==> src/rtl/cv32e40x_pkg.sv <==
// Shared types for the cv32e40x divider slice: operator encoding, FSM states, counter width.
package cv32e40x_pkg;

   typedef enum logic [1:0] {
      DIV_DIVU = 2'b00,
      DIV_DIV  = 2'b01,
      DIV_REMU = 2'b10,
      DIV_REM  = 2'b11
   } div_opcode_e;

   typedef enum logic [1:0] {
      DIV_IDLE,
      DIV_DIVIDE,
      DIV_DONE
   } div_state_e;

   localparam int unsigned DIV_CNT_W = 6;

endpackage

==> src/rtl/cv32e40x_div_clz.sv <==
// 32-bit leading-zero counter; yields 32 for an all-zero input.
module cv32e40x_div_clz
   import cv32e40x_pkg::*;
(
   input  logic [31:0]          data,
   output logic [DIV_CNT_W-1:0] cnt
);

   // Scanning from LSB upward leaves the highest set bit as the final writer.
   always_comb begin
      cnt = DIV_CNT_W'(32);
      for (int unsigned i = 0; i < 32; i++) begin
         if (data[i]) cnt = DIV_CNT_W'(31 - i);
      end
   end

endmodule

==> src/rtl/cv32e40x_div_seq.sv <==
// Iterative radix-2 restoring divider (div/divu/rem/remu), one quotient bit per cycle.
// Define CV32E40X_DIV_EARLY_TERM_EN to skip leading-zero dividend bits at accept.
module cv32e40x_div_seq
   import cv32e40x_pkg::*;
(
   input  logic        clk,
   input  logic        rst,
   input  logic        valid_i,
   output logic        ready_o,
   input  div_opcode_e operator_i,
   input  logic [31:0] op_a_i,
   input  logic [31:0] op_b_i,
   input  logic        kill_i,
   output logic        valid_o,
   input  logic        ready_i,
   output logic [31:0] result_o
);

   div_state_e           state;
   logic [DIV_CNT_W-1:0] cnt;
   logic [31:0]          rem, quo, div_mag;
   logic                 op_rem, neg_q, neg_r;

   logic        in_signed, in_rem;
   logic [31:0] a_mag, b_mag;
   logic [32:0] trial, diff;
   logic        qbit;
   logic [31:0] rem_nxt, quo_nxt, res_fix;

   assign in_signed = (operator_i == DIV_DIV) || (operator_i == DIV_REM);
   assign in_rem    = (operator_i == DIV_REM) || (operator_i == DIV_REMU);
   // Unsigned 32-bit negation maps -2^31 to magnitude 2^31 without overflow.
   assign a_mag     = (in_signed && op_a_i[31]) ? -op_a_i : op_a_i;
   assign b_mag     = (in_signed && op_b_i[31]) ? -op_b_i : op_b_i;

   assign trial   = {rem, quo[31]};
   assign diff    = trial - {1'b0, div_mag};
   assign qbit    = ~diff[32];
   assign rem_nxt = qbit ? diff[31:0] : trial[31:0];
   assign quo_nxt = {quo[30:0], qbit};
   assign res_fix = op_rem ? (neg_r ? -rem_nxt : rem_nxt)
                           : (neg_q ? -quo_nxt : quo_nxt);

`ifdef CV32E40X_DIV_EARLY_TERM_EN
   logic [DIV_CNT_W-1:0] clz;

   cv32e40x_div_clz u_clz (
      .data (a_mag),
      .cnt  (clz)
   );
`endif

   assign ready_o = (state == DIV_IDLE);
   assign valid_o = (state == DIV_DONE);

   always_ff @(posedge clk or posedge rst) begin
      if (rst) begin
         state    <= DIV_IDLE;
         cnt      <= '0;
         rem      <= '0;
         quo      <= '0;
         div_mag  <= '0;
         op_rem   <= 1'b0;
         neg_q    <= 1'b0;
         neg_r    <= 1'b0;
         result_o <= '0;
      end else if (kill_i) begin
         state <= DIV_IDLE;
      end else begin
         case (state)
            DIV_IDLE: begin
               if (valid_i) begin
                  op_rem  <= in_rem;
                  neg_q   <= in_signed && (op_a_i[31] ^ op_b_i[31]);
                  neg_r   <= in_signed && op_a_i[31];
                  rem     <= '0;
                  div_mag <= b_mag;
                  if (op_b_i == '0) begin
                     result_o <= in_rem ? op_a_i : '1;
                     state    <= DIV_DONE;
                  end else if (in_signed && op_a_i == 32'h8000_0000 && op_b_i == '1) begin
                     result_o <= in_rem ? '0 : 32'h8000_0000;
                     state    <= DIV_DONE;
`ifdef CV32E40X_DIV_EARLY_TERM_EN
                  end else if (a_mag == '0) begin
                     result_o <= '0;
                     state    <= DIV_DONE;
                  end else begin
                     quo   <= a_mag << clz;
                     cnt   <= DIV_CNT_W'(32) - clz;
                     state <= DIV_DIVIDE;
                  end
`else
                  end else begin
                     quo   <= a_mag;
                     cnt   <= DIV_CNT_W'(32);
                     state <= DIV_DIVIDE;
                  end
`endif
               end
            end
            DIV_DIVIDE: begin
               rem <= rem_nxt;
               quo <= quo_nxt;
               cnt <= cnt - 1'b1;
               if (cnt == DIV_CNT_W'(1)) begin
                  result_o <= res_fix;
                  state    <= DIV_DONE;
               end
            end
            DIV_DONE: begin
               if (ready_i) state <= DIV_IDLE;
            end
            default: state <= DIV_IDLE;
         endcase
      end
   end

endmodule

==> config.mk <==
export PLATFORM = sky130hd
export DESIGN_NAME = cv32e40x_div_seq
export DESIGN_NICKNAME = d
export VERILOG_FILES = /design/src/rtl/cv32e40x_pkg.sv /design/src/rtl/cv32e40x_div_clz.sv /design/src/rtl/cv32e40x_div_seq.sv
export SDC_FILE = /design/constraint.sdc
export NUM_CORES = 1
export LEC_CHECK = 0
export CAP_MARGIN = 40
export CORE_UTILIZATION = 35
export CTS_BUF_LIST = sky130_fd_sc_hd__clkbuf_16
export DETAILED_ROUTE_END_ITERATION = 6
export PLACE_DENSITY_LB_ADDON = 0.2
export SKIP_CTS_REPAIR_TIMING = 1
export SLEW_MARGIN = 20
export SYNTH_ARGS = -nofsm -noshare
export SYNTH_HDL_FRONTEND = slang
export SYNTH_SLANG_ARGS = --single-unit
==> constraint.sdc <==
create_clock -name clk -period 6.9 [get_ports clk]
set_clock_uncertainty 0.1 [all_clocks]
set_input_delay 0.69 -clock clk [delete_from_list [all_inputs] [get_ports clk]]
set_output_delay 0.69 -clock clk [all_outputs]
set_load 0.02 [all_outputs]
==> results of run 1 <==
==> power groups by stage <==
stage | logic [W] | clock network (W) | registers [W]
final | 0.00253 | 0.000953 | 0.00138
after global routing | 0.00281 | 0.00100 | 0.00142
after global placement | 0.00245 | 0 | 0.00140
after CTS | 0.00252 | 0.000965 | 0.00138
after floorplan | 0.00175 | 0 | 0.00134
after detailed placement | 0.00250 | 0 | 0.00139
==> worst max-delay path: stages (launching register included) <==
cell                        delay, ps
sky130_fd_sc_hd__dfrtp_1          380
sky130_fd_sc_hd__inv_1             70
sky130_fd_sc_hd__ha_1             250
sky130_fd_sc_hd__fa_1             400
sky130_fd_sc_hd__nand2b_2         220
sky130_fd_sc_hd__a211oi_4         340
sky130_fd_sc_hd__o211ai_4         190
sky130_fd_sc_hd__a2111oi_4        460
sky130_fd_sc_hd__o211ai_1         120
sky130_fd_sc_hd__o211a_2          190
sky130_fd_sc_hd__inv_2            170
sky130_fd_sc_hd__buf_4            450
sky130_fd_sc_hd__ha_1             340
sky130_fd_sc_hd__nand3_1          210
sky130_fd_sc_hd__nor2_1           240
sky130_fd_sc_hd__nand2_1          120
sky130_fd_sc_hd__o31ai_1          280
sky130_fd_sc_hd__xor2_1           170
sky130_fd_sc_hd__a21oi_1          100
sky130_fd_sc_hd__a221oi_1         270
sky130_fd_sc_hd__o21ai_1          100
==> how the worst min path moves through the flow <==
stage	from	to	slack (ps)
floorplan	rem[25]	rem[25]	370
global placement	result_o[2]	result_o[2]	360
detailed placement	result_o[11]	result_o[11]	370
CTS	result_o[11]	result_o[11]	390
global route	result_o[2]	result_o[2]	410
finish	result_o[11]	result_o[11]	380
==> registers in the layout, indices dropped and copies added, names as in the netlist <==
name,flops
cnt,6
div_mag,32
neg_q,1
neg_r,1
op_rem,1
quo,32
rem,32
result_o,32
state,2
==> final cells by class <==
cell class / count / area share
multi-input cells: 1257 / 0.556
inverters: 69 / 0.0190
flip-flops and latches: 139 / 0.250
clock inverters: 15 / 0.0114
well taps: 442 / 0.0398
clock buffers: 17 / 0.0306
repair buffers: 127 / 0.0930
==> logic make-up (layout without fill, tap and decap cells) <==
| family | Yosys count | after routing | share of synthesized area |
|---|---|---|---|
| compound gates | 498 | 498 | 0.260 |
| xor+xnor | 134 | 134 | 0.0999 |
| fa+ha+maj | 40 | 40 | 0.0432 |
| buf+inv | 148 | 228 | 0.0496 |
| flops | 139 | 139 | 0.296 |
| mux | 46 | 46 | 0.0403 |
| simple gates | 539 | 539 | 0.211 |
==> layer usage <==
layer | track usage | vias up
li1 | - | 5659
met1 | 0.316 | 5670
met3 | 0.0293 | 46
met5 | 0 | -
met4 | 0.0704 | 0
met2 | 0.382 | 268
==> Yosys cell counts (12+ instances only) <==
cell type                  count
sky130_fd_sc_hd__dfrtp_1     139
sky130_fd_sc_hd__and3_1       12
sky130_fd_sc_hd__ha_1         39
sky130_fd_sc_hd__nand2_1     189
sky130_fd_sc_hd__mux2i_1      38
sky130_fd_sc_hd__xnor2_1      84
sky130_fd_sc_hd__o21ai_0     169
sky130_fd_sc_hd__and2_1       14
sky130_fd_sc_hd__nand3_1      24
sky130_fd_sc_hd__nor3_1       38
sky130_fd_sc_hd__o31ai_1      21
sky130_fd_sc_hd__a211oi_1     12
sky130_fd_sc_hd__inv_1        67
sky130_fd_sc_hd__a31oi_1      13
sky130_fd_sc_hd__or3_1        14
sky130_fd_sc_hd__nor2_1      161
sky130_fd_sc_hd__nor4_1       15
sky130_fd_sc_hd__nand4_1      19
sky130_fd_sc_hd__xor2_1       50
sky130_fd_sc_hd__a21oi_1     167
sky130_fd_sc_hd__clkbuf_1     60
==> through the flow <==
stage | power (W) | setup slack, ps | instance area (um2)
floorplan | 0.00309 | 1880 | 11800
global placement | 0.00386 | 1810 | 13200
detailed placement | 0.00389 | 1680 | 13200
CTS | 0.00486 | 1650 | 13800
global route | 0.00523 | 1200 | 13900
finish | 0.00487 | 1590 | 13900
==> metrics.txt, run 1 <==
# TYPE chip_impl_metric gauge
chip_impl_metric{name="place.detailed.instances",unit=""} 2029
chip_impl_info{name="grt_setup_unrepaired",value="no"} 1
chip_impl_info{name="top_signal_layer_used",value="met4"} 1
chip_impl_metric{name="layout_min_cycle_time",unit="ps"} 5310
chip_impl_info{name="root_buffer_selected_by_cts",value="sky130_fd_sc_hd__clkbuf_16"} 1
chip_impl_info{name="r2r-start",value="quo[31]"} 1
chip_impl_metric{name="mean_post_synth_cell_area",unit="um2"} 7.61
chip_impl_info{name="cp-start-kind",value="flip-flop"} 1
chip_impl_metric{name="avgViaCountPerCell",unit=""} 5.64
chip_impl_metric{name="initial_antenna_violation_count",unit=""} 0
chip_impl_metric{name="async_flop_share",unit=""} 1.00
chip_impl_metric{name="ir_worst_vdd",unit="uV"} 312
chip_impl_info{name="synth.top_cells.by_area",value="sky130_fd_sc_hd__dfrtp_1, sky130_fd_sc_hd__o21ai_0, sky130_fd_sc_hd__a21oi_1, sky130_fd_sc_hd__xnor2_1, sky130_fd_sc_hd__nand2_1"} 1
chip_impl_metric{name="multiInputGateArea",unit="um2"} 7740
chip_impl_metric{name="gpl.final_weighted_congestion",unit=""} 0.887
chip_impl_info{name="netlist.top_cell.by_area",value="sky130_fd_sc_hd__dfrtp_1"} 1
chip_impl_metric{name="detail_route.first_pass.iterations",unit=""} 5
chip_impl_metric{name="worstSkewPairLatency",unit="ps"} 440
chip_impl_metric{name="yosys.cell_types.count",unit=""} 85
chip_impl_metric{name="cts.clk_slew.worst_paths",unit="ps"} 70
chip_impl_metric{name="regArea",unit="um2"} 3480
chip_impl_metric{name="max_cap_violation_count",unit=""} 0
chip_impl_metric{name="ys_seq_elements",unit=""} 139
chip_impl_metric{name="power.combinational.fraction",unit=""} 0.520
chip_impl_info{name="most_used_dff_post_synth",value="sky130_fd_sc_hd__dfrtp_1"} 1
chip_impl_metric{name="remaining_drc_errors",unit=""} 0
chip_impl_metric{name="tightest_slew",unit="ps"} 873
chip_impl_info{name="mostFrequentLayoutCell",value="sky130_fd_sc_hd__nand2_1"} 1
chip_impl_metric{name="dr_total_vias",unit=""} 11600
chip_impl_metric{name="final-max-slew-violation-count",unit=""} 0
chip_impl_metric{name="worst_hold_slack",unit="ps"} 377
chip_impl_metric{name="start_util",unit=""} 0.359
chip_impl_metric{name="clock_sinks",unit=""} 139
chip_impl_metric{name="layout.filler_cells",unit=""} 3403
chip_impl_info{name="status",value="completed"} 1
chip_impl_info{name="capturing_point_of_the_worst_reg2reg_path",value="result_o[28]"} 1
chip_impl_metric{name="detail_route.iter0.violations",unit=""} 939
chip_impl_metric{name="highest_clock_rate",unit="MHz"} 188
chip_impl_info{name="hp-class",value="reg -> reg"} 1
chip_impl_metric{name="final_hold_viol_count",unit=""} 0
chip_impl_metric{name="total_switching_power",unit="W"} 0.00225
chip_impl_metric{name="design.die.area",unit="um2"} 34300
chip_impl_metric{name="synth_warnings",unit=""} 0
chip_impl_metric{name="routed-wl-met2",unit="um"} 18700
chip_impl_metric{name="drt.antenna.violating_nets",unit=""} 0
chip_impl_metric{name="worst-endpoint-required",unit="ps"} 7120
chip_impl_metric{name="timing.final.crit_share",unit=""} 0.770
chip_impl_metric{name="critPathMaxFanout",unit=""} 41
chip_impl_metric{name="die_width",unit="um"} 185
chip_impl_metric{name="ys_seq_area_frac",unit=""} 0.296
chip_impl_metric{name="number_of_global_route_vias_before_repair",unit=""} 11000
chip_impl_info{name="layout_common_cells",value="sky130_fd_sc_hd__nand2_1, sky130_fd_sc_hd__o21ai_0, sky130_fd_sc_hd__a21oi_1, sky130_fd_sc_hd__nor2_1, sky130_fd_sc_hd__dfrtp_1"} 1
chip_impl_metric{name="groute.usage.overall",unit=""} 0.233
chip_impl_metric{name="drive_gt1_frac",unit=""} 0.0542
chip_impl_metric{name="worst_slew_margin_rel",unit=""} 0.414
chip_impl_metric{name="sw_frac_of_total",unit=""} 0.461
chip_impl_metric{name="final-setup-viol-count",unit=""} 0
chip_impl_metric{name="io-pin-count",unit=""} 105
chip_impl_info{name="critPathCaptureType",value="flip-flop"} 1
chip_impl_metric{name="drt-met1-wl",unit="um"} 18100
chip_impl_metric{name="cts_buf_count",unit=""} 17
chip_impl_metric{name="core_area",unit="um2"} 32800
chip_impl_info{name="crit_path_from",value="quo[31]"} 1
chip_impl_metric{name="final_nets",unit=""} 1722
chip_impl_metric{name="synth-edff-count",unit=""} 0
chip_impl_metric{name="reg2reg_setup_slack",unit="ps"} 1590
chip_impl_metric{name="cts_buffer_depth",unit=""} 2
chip_impl_metric{name="insertedDiodeCount",unit=""} 0
chip_impl_metric{name="dp.final_hpwl",unit="um"} 29700
chip_impl_metric{name="fin_cells",unit=""} 2066
chip_impl_info{name="crit_path_end",value="result_o[28]"} 1
chip_impl_metric{name="dr_wl_met3",unit="um"} 1590
chip_impl_metric{name="grt_start_max_net_pins",unit=""} 82
chip_impl_metric{name="synthesis.area",unit="um2"} 11800
chip_impl_metric{name="yosysTopAreaCellShare",unit=""} 0.296
chip_impl_metric{name="placementRows",unit=""} 66
chip_impl_metric{name="drt_wl_total",unit="um"} 39300
chip_impl_info{name="tritoncts",value="yes"} 1
chip_impl_metric{name="globalRouteOverflowTotal",unit=""} 0
chip_impl_metric{name="internal_power",unit="W"} 0.00262
chip_impl_metric{name="grt_first_pass_wirelength",unit="um"} 61600
chip_impl_metric{name="portBuffers",unit=""} 104
chip_impl_metric{name="power_density",unit="nW/um2"} 350
chip_impl_metric{name="utilization",unit=""} 0.424
chip_impl_metric{name="drt-wirelength-per-cell",unit="um"} 19.0
chip_impl_metric{name="p_leak",unit="nW"} 5.73
chip_impl_metric{name="clk_network_pwr_share",unit=""} 0.196
chip_impl_metric{name="area_delta_synth_final",unit="%"} 18.3
chip_impl_metric{name="post_syn_nets",unit=""} 1655
chip_impl_metric{name="hold_depth",unit=""} 2
chip_impl_metric{name="netlist_instances",unit=""} 1544
chip_impl_info{name="setup.worst_path.class",value="reg -> reg"} 1
chip_impl_metric{name="power.sequential.fraction",unit=""} 0.284
chip_impl_metric{name="worst-endpoint-arrival",unit="ps"} 5530
chip_impl_metric{name="die_height",unit="um"} 185
chip_impl_metric{name="cts.htree.levels",unit=""} 4
chip_impl_metric{name="setup_total_negative_slack",unit="ps"} 0
chip_impl_metric{name="r2r_cells",unit=""} 20
Power figures use the tool's default switching activity.
==> run 2, diff against run 1 <==
- clock period: 6.9 -> 4.7 ns (I/O delays scaled with it)
==> metrics.txt, run 2 (synthesized netlist as in run 1, its figures left out) <==
# TYPE chip_impl_metric gauge
chip_impl_info{name="status",value="completed"} 1
chip_impl_metric{name="groute.usage.overall",unit=""} 0.236
chip_impl_metric{name="ir_worst_vdd",unit="uV"} 589
chip_impl_metric{name="timing.final.crit_share",unit=""} 0.970
chip_impl_metric{name="drt.antenna.violating_nets",unit=""} 0
chip_impl_metric{name="worst-endpoint-arrival",unit="ps"} 4780
chip_impl_info{name="grt_setup_unrepaired",value="yes"} 1
chip_impl_metric{name="multiInputGateArea",unit="um2"} 7910
chip_impl_metric{name="drt-wirelength-per-cell",unit="um"} 19.0
chip_impl_info{name="critPathCaptureType",value="flip-flop"} 1
chip_impl_metric{name="regArea",unit="um2"} 3480
chip_impl_metric{name="cts.htree.levels",unit=""} 4
chip_impl_metric{name="final-max-slew-violation-count",unit=""} 0
chip_impl_metric{name="sw_frac_of_total",unit=""} 0.456
chip_impl_metric{name="initial_antenna_violation_count",unit=""} 0
chip_impl_metric{name="final_hold_viol_count",unit=""} 0
chip_impl_info{name="cp-start-kind",value="flip-flop"} 1
chip_impl_info{name="tritoncts",value="yes"} 1
chip_impl_metric{name="cts_buf_count",unit=""} 17
chip_impl_metric{name="dr_total_vias",unit=""} 11800
chip_impl_metric{name="die_height",unit="um"} 185
chip_impl_info{name="capturing_point_of_the_worst_reg2reg_path",value="result_o[29]"} 1
chip_impl_metric{name="placementRows",unit=""} 66
chip_impl_metric{name="crit_path_max_incr_delay",unit="ps"} 560
chip_impl_metric{name="drive_gt1_frac",unit=""} 0.0895
chip_impl_metric{name="insertedDiodeCount",unit=""} 0
chip_impl_metric{name="internal_power",unit="W"} 0.00407
chip_impl_metric{name="p_leak",unit="nW"} 5.93
chip_impl_metric{name="total_switching_power",unit="W"} 0.00341
chip_impl_info{name="critical-path-top-delay-family",value="compound AO/OA/AOI/OAI gates"} 1
chip_impl_metric{name="avgViaCountPerCell",unit=""} 5.65
chip_impl_info{name="root_buffer_selected_by_cts",value="sky130_fd_sc_hd__clkbuf_16"} 1
chip_impl_metric{name="remaining_drc_errors",unit=""} 0
chip_impl_metric{name="layout_min_cycle_time",unit="ps"} 4560
chip_impl_metric{name="power_density",unit="nW/um2"} 520
chip_impl_metric{name="core_area",unit="um2"} 32800
chip_impl_metric{name="cts.clk_slew.worst_paths",unit="ps"} 70
chip_impl_metric{name="reg2reg_setup_slack",unit="ps"} 140
chip_impl_metric{name="fin_ws",unit="ps"} 141
chip_impl_metric{name="grt_first_pass_wirelength",unit="um"} 62500
chip_impl_info{name="layout_common_cells",value="sky130_fd_sc_hd__nand2_1, sky130_fd_sc_hd__a21oi_1, sky130_fd_sc_hd__o21ai_0, sky130_fd_sc_hd__nor2_1, sky130_fd_sc_hd__dfrtp_1"} 1
chip_impl_metric{name="design.die.area",unit="um2"} 34300
chip_impl_metric{name="power.combinational.fraction",unit=""} 0.529
chip_impl_metric{name="drt_wl_total",unit="um"} 39900
chip_impl_metric{name="dp.final_hpwl",unit="um"} 30000
chip_impl_metric{name="gpl.final_weighted_congestion",unit=""} 0.901
chip_impl_metric{name="detail_route.iter0.violations",unit=""} 1146
chip_impl_info{name="setup.worst_path.class",value="reg -> reg"} 1
chip_impl_info{name="mostFrequentLayoutCell",value="sky130_fd_sc_hd__nand2_1"} 1
chip_impl_metric{name="preCtsSetupSlack",unit="ps"} 0.564
chip_impl_metric{name="max_cap_violation_count",unit=""} 0
chip_impl_info{name="r2r-start",value="div_mag[0]"} 1
chip_impl_metric{name="layout.filler_cells",unit=""} 3335
chip_impl_info{name="hp-class",value="in -> async"} 1
chip_impl_metric{name="grt_start_max_net_pins",unit=""} 120
chip_impl_metric{name="area_delta_synth_final",unit="%"} 22.3
chip_impl_metric{name="portBuffers",unit=""} 104
chip_impl_metric{name="final_nets",unit=""} 1752
chip_impl_metric{name="io-pin-count",unit=""} 105
chip_impl_metric{name="worstSkewPairLatency",unit="ps"} 440
chip_impl_metric{name="detail_route.first_pass.iterations",unit=""} 5
chip_impl_metric{name="cp.buffers_inverters",unit=""} 4
chip_impl_metric{name="placedInstanceArea",unit="um2"} 13400
chip_impl_metric{name="highest_clock_rate",unit="MHz"} 219
chip_impl_metric{name="clock_sinks",unit=""} 139
chip_impl_info{name="cp_cell_sequence",value="ha_4 -> fa_2 -> nand2b_4 -> a211oi_4 -> o211ai_4 -> a2111oi_4 -> buf_4 -> o211ai_1 -> o211a_4 -> buf_4 -> buf_16 -> buf_4 -> mux2i_1 -> a2111oi_2 -> a41oi_1 -> xor2_1 -> nand2_1 -> o211ai_1"} 1
chip_impl_metric{name="r2r_cells",unit=""} 18
chip_impl_metric{name="number_of_global_route_vias_before_repair",unit=""} 11300
chip_impl_metric{name="final-setup-viol-count",unit=""} 0
chip_impl_metric{name="start_util",unit=""} 0.359
chip_impl_info{name="critical_path.slowest_cell",value="sky130_fd_sc_hd__a2111oi_2"} 1
chip_impl_metric{name="die_width",unit="um"} 185
chip_impl_metric{name="power.sequential.fraction",unit=""} 0.273
chip_impl_metric{name="cts_buffer_depth",unit=""} 2
chip_impl_metric{name="tightest_slew",unit="ps"} 1140
chip_impl_metric{name="worst-endpoint-required",unit="ps"} 4920
chip_impl_metric{name="utilization",unit=""} 0.439
chip_impl_metric{name="stdcell_area",unit="um2"} 14400
chip_impl_metric{name="worst_slew_margin_rel",unit=""} 0.231
chip_impl_metric{name="globalRouteOverflowTotal",unit=""} 0
chip_impl_info{name="worst_path_most_repeated_cell",value="sky130_fd_sc_hd__buf_4"} 1
chip_impl_metric{name="clk_network_pwr_share",unit=""} 0.197
chip_impl_metric{name="critPathMaxFanout",unit=""} 9
chip_impl_metric{name="totalPowerFinal",unit="W"} 0.00748
==> run 2: how the worst max path moves through the flow <==
stage | start | to | slack [ps] | cells after the start
2_1_floorplan | quo[31] | result_o[30] | 10 | 25
3_5_place_dp | quo[31] | result_o[30] | 0.6 | 22
3_3_place_gp | quo[31] | result_o[20] | 190 | 20
5_1_grt | div_mag[0] | result_o[30] | -50 | 21
4_1_cts | quo[31] | result_o[30] | -2 | 22
6_report | div_mag[0] | result_o[29] | 140 | 18
==> run 2: stage by stage <==
stage	cells	TNS [ps]	hold WS (ps)
2_1_floorplan	1544	0	370
3_3_place_gp	2044	0	364
3_5_place_dp	2046	0	371
4_1_cts	2078	-1.87	237
5_1_grt	2096	-76.5	251
6_report	2096	0	230
==> run 2: layout make-up <==
| class | instances | share of cell area |
|---|---|---|
| multi-input combinational | 1257 | 0.550 |
| sequential | 139 | 0.242 |
| timing repair buffer | 157 | 0.107 |
| tap | 442 | 0.0385 |
| clock buffer | 17 | 0.0296 |
| inverter | 69 | 0.0191 |
| clock inverter | 15 | 0.0137 |
==> run 2: per-layer routing <==
layer / track usage / part of all wire / up-vias
li1: - / - / 5723
met1: 0.317 / 0.46 / 5757
met2: 0.388 / 0.47 / 315
met3: 0.0307 / 0.045 / 42
met4: 0.0777 / 0.023 / 0
met5: 0 / 0 / -
==> run 2: worst register-to-register path: stages (launching register included) <==
cell	delay, ps
sky130_fd_sc_hd__dfrtp_1	420
sky130_fd_sc_hd__ha_4	200
sky130_fd_sc_hd__fa_2	390
sky130_fd_sc_hd__nand2b_4	160
sky130_fd_sc_hd__a211oi_4	310
sky130_fd_sc_hd__o211ai_4	150
sky130_fd_sc_hd__a2111oi_4	400
sky130_fd_sc_hd__buf_4	180
sky130_fd_sc_hd__o211ai_1	90
sky130_fd_sc_hd__o211a_4	190
sky130_fd_sc_hd__buf_4	170
sky130_fd_sc_hd__buf_16	140
sky130_fd_sc_hd__buf_4	160
sky130_fd_sc_hd__mux2i_1	190
sky130_fd_sc_hd__a2111oi_2	570
sky130_fd_sc_hd__a41oi_1	230
sky130_fd_sc_hd__xor2_1	190
sky130_fd_sc_hd__nand2_1	110
sky130_fd_sc_hd__o211ai_1	80
==> run 2: power groups by stage <==
stage	Sequential, W	Clock [W]	Combinational, W
floorplan	0.00197	0	0.00258
global placement	0.00207	0	0.00365
detailed placement	0.00204	0	0.00371
CTS	0.00202	0.00149	0.00373
global route	0.00210	0.00154	0.00437
finish	0.00204	0.00147	0.00396
